==> src/rtl/uart_text_filter_pkg.sv <==
// Shared definitions for the UART text filter.
//   - transform mode codes carried on the 2-bit mode input
//   - ASCII constants used by the transform and the CR/LF expansion
//   - TX FSM state encoding
//   - xform_byte(): the per-byte transform applied when a byte is written
package uart_text_filter_pkg;

    localparam logic [1:0] MODE_PASS  = 2'b00;
    localparam logic [1:0] MODE_ROT   = 2'b01;
    localparam logic [1:0] MODE_UPPER = 2'b10;
    localparam logic [1:0] MODE_LOWER = 2'b11;

    localparam logic [7:0] CHR_CR = 8'h0D;
    localparam logic [7:0] CHR_LF = 8'h0A;
    localparam logic [7:0] CHR_A  = 8'h41;
    localparam logic [7:0] CHR_Z  = 8'h5A;
    localparam logic [7:0] CHR_a  = 8'h61;
    localparam logic [7:0] CHR_z  = 8'h7A;

    typedef enum logic [0:0] {
        TX_IDLE = 1'b0,
        TX_HOLD = 1'b1
    } tx_state_e;

    // Rotate a letter within its own 26-letter alphabet starting at base.
    // n is already reduced to 0..25, so one conditional subtract is enough.
    function automatic logic [7:0] rot_letter(input logic [7:0] c,
                                              input logic [7:0] base,
                                              input logic [7:0] n);
        logic [7:0] sum;
        sum = (c - base) + n;
        if (sum >= 8'd26) begin
            sum = sum - 8'd26;
        end
        return base + sum;
    endfunction

    function automatic logic [7:0] xform_byte(input logic [7:0] c,
                                              input logic [1:0] mode,
                                              input logic [7:0] rot_n);
        logic [7:0] res;
        logic       is_upper;
        logic       is_lower;
        is_upper = (c >= CHR_A) && (c <= CHR_Z);
        is_lower = (c >= CHR_a) && (c <= CHR_z);
        res      = c;
        case (mode)
            MODE_ROT: begin
                if (is_upper) begin
                    res = rot_letter(c, CHR_A, rot_n);
                end else if (is_lower) begin
                    res = rot_letter(c, CHR_a, rot_n);
                end
            end
            MODE_UPPER: begin
                if (is_lower) begin
                    res = c - 8'h20;
                end
            end
            MODE_LOWER: begin
                if (is_upper) begin
                    res = c + 8'h20;
                end
            end
            default: res = c;
        endcase
        return res;
    endfunction

endpackage

==> src/rtl/uart_text_filter_sync_fifo.sv <==
// sync_fifo: first-word-fall-through FIFO with registered storage.
//   clk, rstn   : clock, asynchronous active-low reset (pointers only)
//   push, din   : write request and data; ignored when full
//   pop         : read request; ignored when empty; dout advances next cycle
//   dout        : head entry, valid whenever empty is low
//   full, empty : occupancy flags
//   level       : current occupancy, 0..DEPTH
// Pointers carry one extra MSB so that full (MSBs differ, index equal) and
// empty (pointers equal) are distinguishable.
module sync_fifo #(
    parameter int WIDTH = 8,
    parameter int DEPTH = 16
) (
    input  logic                   clk,
    input  logic                   rstn,
    input  logic                   push,
    input  logic [WIDTH-1:0]       din,
    input  logic                   pop,
    output logic [WIDTH-1:0]       dout,
    output logic                   full,
    output logic                   empty,
    output logic [$clog2(DEPTH):0] level
);

    localparam int AW = $clog2(DEPTH);

    logic [AW:0]      wr_q, wr_d;
    logic [AW:0]      rd_q, rd_d;
    logic [WIDTH-1:0] mem_q [DEPTH];
    logic             push_ok;
    logic             pop_ok;

    assign empty   = (wr_q == rd_q);
    assign full    = (wr_q[AW] != rd_q[AW]) && (wr_q[AW-1:0] == rd_q[AW-1:0]);
    assign level   = wr_q - rd_q;
    assign push_ok = push && !full;
    assign pop_ok  = pop && !empty;
    assign dout    = mem_q[rd_q[AW-1:0]];

    always_comb begin
        wr_d = wr_q;
        rd_d = rd_q;
        if (push_ok) begin
            wr_d = wr_q + 1'b1;
        end
        if (pop_ok) begin
            rd_d = rd_q + 1'b1;
        end
    end

    always_ff @(posedge clk or negedge rstn) begin
        if (!rstn) begin
            wr_q <= '0;
            rd_q <= '0;
        end else begin
            wr_q <= wr_d;
            rd_q <= rd_d;
        end
    end

    // Storage needs no reset: entries are only read between push and pop.
    always_ff @(posedge clk) begin
        if (push_ok) begin
            mem_q[wr_q[AW-1:0]] <= din;
        end
    end

endmodule

==> src/rtl/uart_text_filter.sv <==
// uart_text_filter: sits between a uart_rx (rcv/data) and a uart_tx
// (start/data/ready). Received bytes are transformed at write time according
// to mode, buffered in a FIFO and sent out one per tx_ready window, with an
// optional LF inserted after every transmitted CR.
//   clk, rstn : clock, asynchronous active-low reset
//   mode      : 00 pass, 01 ROT-N, 10 upper-case, 11 lower-case
//   rx_rcv    : one-cycle strobe, rx_data valid
//   rx_data   : received byte
//   tx_ready  : transmitter idle
//   tx_start  : one-cycle strobe, load tx_data into the transmitter
//   tx_data   : byte to transmit, held until the next tx_start
//   level     : FIFO occupancy
//   loss_cnt  : saturating count of bytes dropped because the FIFO was full
//   overflow  : sticky drop flag, cleared only by reset
// Handshake: a byte is handed to the transmitter in the cycle tx_start is
// high; tx_start is only raised while tx_ready is high and the FSM is IDLE,
// and the following HOLD cycle ignores tx_ready because the transmitter
// drops it one cycle late.
module uart_text_filter
    import uart_text_filter_pkg::*;
#(
    parameter int DEPTH   = 16,
    parameter int ROT_N   = 13,
    parameter int CRLF_EN = 1,
    parameter int CNT_W   = 8
) (
    input  logic                   clk,
    input  logic                   rstn,
    input  logic [1:0]             mode,
    input  logic                   rx_rcv,
    input  logic [7:0]             rx_data,
    input  logic                   tx_ready,
    output logic                   tx_start,
    output logic [7:0]             tx_data,
    output logic [$clog2(DEPTH):0] level,
    output logic [CNT_W-1:0]       loss_cnt,
    output logic                   overflow
);

    localparam logic [7:0] ROT_AMT = 8'(ROT_N % 26);

    tx_state_e        state_q, state_d;
    logic             lf_pending_q, lf_pending_d;
    logic [7:0]       tx_data_q, tx_data_d;
    logic [CNT_W-1:0] loss_q, loss_d;
    logic             ovf_q, ovf_d;

    logic             fifo_full;
    logic             fifo_empty;
    logic [7:0]       fifo_dout;
    logic [7:0]       wr_byte;
    logic             push;
    logic             drop;
    logic             pop;
    logic             launch;
    logic [7:0]       launch_byte;

    // A byte arriving while full is lost even if a pop frees a slot this cycle.
    assign wr_byte = xform_byte(rx_data, mode, ROT_AMT);
    assign push    = rx_rcv && !fifo_full;
    assign drop    = rx_rcv && fifo_full;

    sync_fifo #(
        .WIDTH (8),
        .DEPTH (DEPTH)
    ) u_fifo (
        .clk   (clk),
        .rstn  (rstn),
        .push  (push),
        .din   (wr_byte),
        .pop   (pop),
        .dout  (fifo_dout),
        .full  (fifo_full),
        .empty (fifo_empty),
        .level (level)
    );

    // TX FSM: state register
    always_ff @(posedge clk or negedge rstn) begin
        if (!rstn) begin
            state_q      <= TX_IDLE;
            lf_pending_q <= 1'b0;
            tx_data_q    <= 8'h00;
        end else begin
            state_q      <= state_d;
            lf_pending_q <= lf_pending_d;
            tx_data_q    <= tx_data_d;
        end
    end

    // TX FSM: next state
    always_comb begin
        state_d = state_q;
        case (state_q)
            TX_IDLE: begin
                if (tx_ready && (lf_pending_q || !fifo_empty)) begin
                    state_d = TX_HOLD;
                end
            end
            TX_HOLD: state_d = TX_IDLE;
            default: state_d = TX_IDLE;
        endcase
    end

    // TX FSM: outputs. The launch is combinational so a byte written in one
    // cycle can start in the next; tx_data is then held in tx_data_q.
    always_comb begin
        launch       = 1'b0;
        pop          = 1'b0;
        launch_byte  = tx_data_q;
        lf_pending_d = lf_pending_q;
        if (state_q == TX_IDLE && tx_ready) begin
            if (lf_pending_q) begin
                // The pending LF always goes before the next FIFO byte.
                launch       = 1'b1;
                launch_byte  = CHR_LF;
                lf_pending_d = 1'b0;
            end else if (!fifo_empty) begin
                launch      = 1'b1;
                pop         = 1'b1;
                launch_byte = fifo_dout;
                if (fifo_dout == CHR_CR && CRLF_EN != 0) begin
                    lf_pending_d = 1'b1;
                end
            end
        end
        tx_data_d = launch ? launch_byte : tx_data_q;
        tx_start  = launch;
        tx_data   = tx_data_d;
    end

    // Loss accounting
    always_comb begin
        loss_d = loss_q;
        ovf_d  = ovf_q;
        if (drop) begin
            ovf_d = 1'b1;
            if (loss_q != {CNT_W{1'b1}}) begin
                loss_d = loss_q + 1'b1;
            end
        end
    end

    always_ff @(posedge clk or negedge rstn) begin
        if (!rstn) begin
            loss_q <= '0;
            ovf_q  <= 1'b0;
        end else begin
            loss_q <= loss_d;
            ovf_q  <= ovf_d;
        end
    end

    assign loss_cnt = loss_q;
    assign overflow = ovf_q;

endmodule
==> config.mk <==
export PLATFORM = sky130hd
export DESIGN_NAME = uart_text_filter
export DESIGN_NICKNAME = d
export VERILOG_FILES = /design/src/rtl/uart_text_filter_pkg.sv /design/src/rtl/uart_text_filter_sync_fifo.sv /design/src/rtl/uart_text_filter.sv
export SDC_FILE = /design/constraint.sdc
export NUM_CORES = 1
export LEC_CHECK = 0
export ABC_AREA = 1
export CAP_MARGIN = 30
export CORE_MARGIN = 3
export CORE_UTILIZATION = 40
export DETAILED_ROUTE_END_ITERATION = 7
export PLACE_DENSITY = 0.63
export SLEW_MARGIN = 5
export SYNTH_ARGS = -nofsm -noshare
export SYNTH_HDL_FRONTEND = slang
export SYNTH_HIERARCHICAL = 1
export SYNTH_SLANG_ARGS = --single-unit
==> constraint.sdc <==
create_clock -name clk -period 2.7 [get_ports clk]
set_input_delay 0.54 -clock clk [delete_from_list [all_inputs] [get_ports clk]]
set_output_delay 0.54 -clock clk [all_outputs]
set_load 0.02 [all_outputs]
==> results.toml <==
[global_routing]
gr-total-overflow = 0
antenna_found_initial = 0
grt_usage_pct = 17.65
grt_pass1_vias = 6284
grt_pass1_wl_um = 32730
grt_max_degree = 37

[power_and_ir_drop]
vdd_drop_max_uv = 582.1
finalPower_mw = 10.68
leakage_nw = 5.241
cellPowerDensity_nw_per_um2 = 967.4

[routing]
wirelength_um = 20180
drtIter0Drc = 363
routedWlPerCell_um = 14.28
vias_per_cell = 4.730
ant_nets = 0
vias = 6684
drt_pre_antenna_iters = 5
drc = 0

[floorplanning]
core_region_area_sq_um = 20560
num_rows = 52
die-width_um = 151.9
ioPinCount = 37
initial_core_util_pct = 41.41
die_area_sq_um = 23070
die_y_um = 151.9

[sta]
timing_worst_slew_pin_value_ps = 511.1
fmax_mhz = 371.5
hold_violations = 0
fin_crit_sh_pct = 99.70
layout_min_cycle_time_ps = 2692
timing.hold.ws_ps = 461.7
clock_skew_ps = 7.774
max_slew_margin_pct = 65.77
slew_viol_final = 0
rsz0062_at_grt = "yes"
setup-violations-final = 0

[worst_setup_path]
worst_ep_required_time_ps = 2160
ff2ff_path_depth = 11
worstSetupStartpointType = "flip-flop"
path_class = "reg2out"
cp_max_fo = 4
end_kind = "output port"
cp.arrival_ps = 2150

[logic_synthesis]
yosysSeqAreaShare_pct = 53.67
netlist.area_leader.share_pct = 45.14
postSynthCellCount = 976
synth_top_area_cell = "edfxtp_1"
synth_ff_type = "edfxtp_1"
yosys-top-cells-count = "nand2_1 (306), inv_1 (174), edfxtp_1 (128), nand3_1 (117), nor2_1 (44)"
synth-seq-cells = 157
synth_area_per_cell_sq_um = 8.724
ys_warn_count = 6
synthTopCellsByArea = "edfxtp_1 (45%), nand2_1 (13%), dfrtp_1 (8.5%), inv_1 (7.7%), nand3_1 (6.9%)"
synth_cell_types = 42
synth_enable_flop_cells = 128
yosysMostFrequentCell = "nand2_1"
async_reset_ff_share_pct = 18.47
synth_fp_nets = 1013
syn-cell-area_sq_um = 8514

[clocking]
numCtsBuffers = 17
clk_latency_ps = 420
cts_root_buffer = "clkbuf_16"
cts_hold_buf = 0
htree_num_levels = 4
cts_buffer_depth = 2
clk_pin_slew_ps = 60
cts_sinks = 157
cts_tree = "done"

[cells_and_area]
nets = 1167
area.growth.synth_to_final_pct = 29.64
multi_input_area_sq_um = 3247
register_area_sq_um = 4571
nFillCells = 1791
antenna_cells = 0
layout-drive-gt1-share_pct = 22.40

[placed_design]
gp_congestion = 0.8808
dp_hpwl_um = 13710
portBuffers = 36

[hold_path]
hold_class = "reg2reg"
worstHoldPathCells = 2

[status]
status = "finished, final reports clean"

[flow_run]
maxCapViolCount = 0
stage by stage:
step / setup TNS [ps] / util (%) / instances / setup slack (ps) / instance area (sq um)
detailed placement: -67910 / 49.06 / 1367 / -547.0 / 10090
finish: 0 / 53.69 / 1413 / 8.088 / 11040
floorplan: -2514 / - / 976 / -76.00 / 8592
global route: -710.9 / 53.69 / 1413 / -105.0 / 11040
global placement: -62790 / 49.06 / 1367 / -503.0 / 10090
CTS: -5.634 / 53.21 / 1409 / -5.634 / 10940
worst max-delay path, stage by stage (launching register included):
cell and delay (ps):
dfrtp_2 430, ha_4 290, nand2_4 50, nor2_4 110
nand2_2 80, inv_2 90, inv_2 40, o21ai_4 200
inv_2 70, o22a_1 220, buf_6 140
sequential cells by signal, summed over array words and instances, names as in the netlist:
name,cells
loss_cnt,8
u_fifo/mem_q,128
u_fifo/rd_q,5
lf_pending_q,1
u_fifo/wr_q,5
state_q,1
tx_data_q,8
overflow,1
layout by cell type (no fill, tap or decap), types with 3 or more instances in the layout:
cell type | Yosys | layout
dfrtp_1 | 29 | 28
dlygate4sd2_1 | 0 | 5
nand3_2 | 3 | 5
buf_4 | 7 | 110
buf_6 | 4 | 12
inv_1 | 174 | 165
nand2_4 | 4 | 7
buf_12 | 0 | 12
nand2_1 | 306 | 292
bufinv_16 | 0 | 6
nor2_2 | 3 | 5
clkbuf_16 | 0 | 17
a21oi_1 | 10 | 9
inv_2 | 8 | 13
clkdlybuf4s50_1 | 0 | 17
nand3_1 | 117 | 115
o21ai_2 | 2 | 3
ha_4 | 0 | 6
o21ai_0 | 11 | 7
clkinv_2 | 0 | 4
xor2_1 | 15 | 15
nor2_1 | 44 | 41
edfxtp_1 | 128 | 128
clkinvlp_4 | 0 | 3
xnor2_1 | 12 | 11
o21ai_1 | 6 | 8
ha_1 | 22 | 16
nand4_1 | 6 | 6
a22o_1 | 5 | 5
nand2_2 | 19 | 30
path summary, 6_finish.rpt:
kind                                       to  slack [ps]           start
max                                tx_data[1]           8  u_fifo/rd_q[0]
min                                  overflow         460        overflow
max reg2reg                u_fifo/mem_q[6][6]         400  u_fifo/wr_q[2]
min reg2reg                          overflow         460        overflow
max in group asynchronous      u_fifo/rd_q[0]        1890            rstn
min in group asynchronous      u_fifo/rd_q[3]         510            rstn
repair_timing:
| action | CTS | global route |
|---|---|---|
| buffers inserted | 8 | 4 |
| pin swaps | 5 | 11 |
| endpoints found under the hold margin | 0 | 0 |
| gates resized for setup | 86 | 28 |
| gates cloned | 2 | 0 |
| setup endpoints to repair | 141 | 106 |
area by class of cell:
cell class / instances / share of cell area (%)
clock buffer: 18 / 3.888
clock inverter: 14 / 2.018
inverter: 183 / 6.416
multi-input combinational: 606 / 29.42
sequential: 157 / 41.41
tap: 270 / 3.061
timing repair buffer: 165 / 13.80
report_power, final:
part | leakage [nW] | total, mW | internal [mW] | switching, mW
Combinational | 3.40 | 4.94 | 2.08 | 2.86
Sequential | 1.52 | 3.12 | 2.99 | 0.123
Clock | 0.315 | 2.63 | 1.72 | 0.907
cell families after synthesis:
group / share of synthesized area, %
adders and majority gates: 3.468
DFF: 53.67
and+or+nand+nor: 26.51
xor gates and xnor gates: 2.777
AOI/OAI and AO/OA: 3.233
buffers and inverters: 10.35
per-layer routing:
layer / up-vias / track usage (%) / routed length (um)
met5: - / 0 / 0
met4: 0 / 7.063 / 532
met3: 34 / 2.816 / 1095
met2: 184 / 29.85 / 9681
met1: 3060 / 22.75 / 8867
li1: 3406 / - / -
No activity file was read; power rests on OpenSTA's default activity.
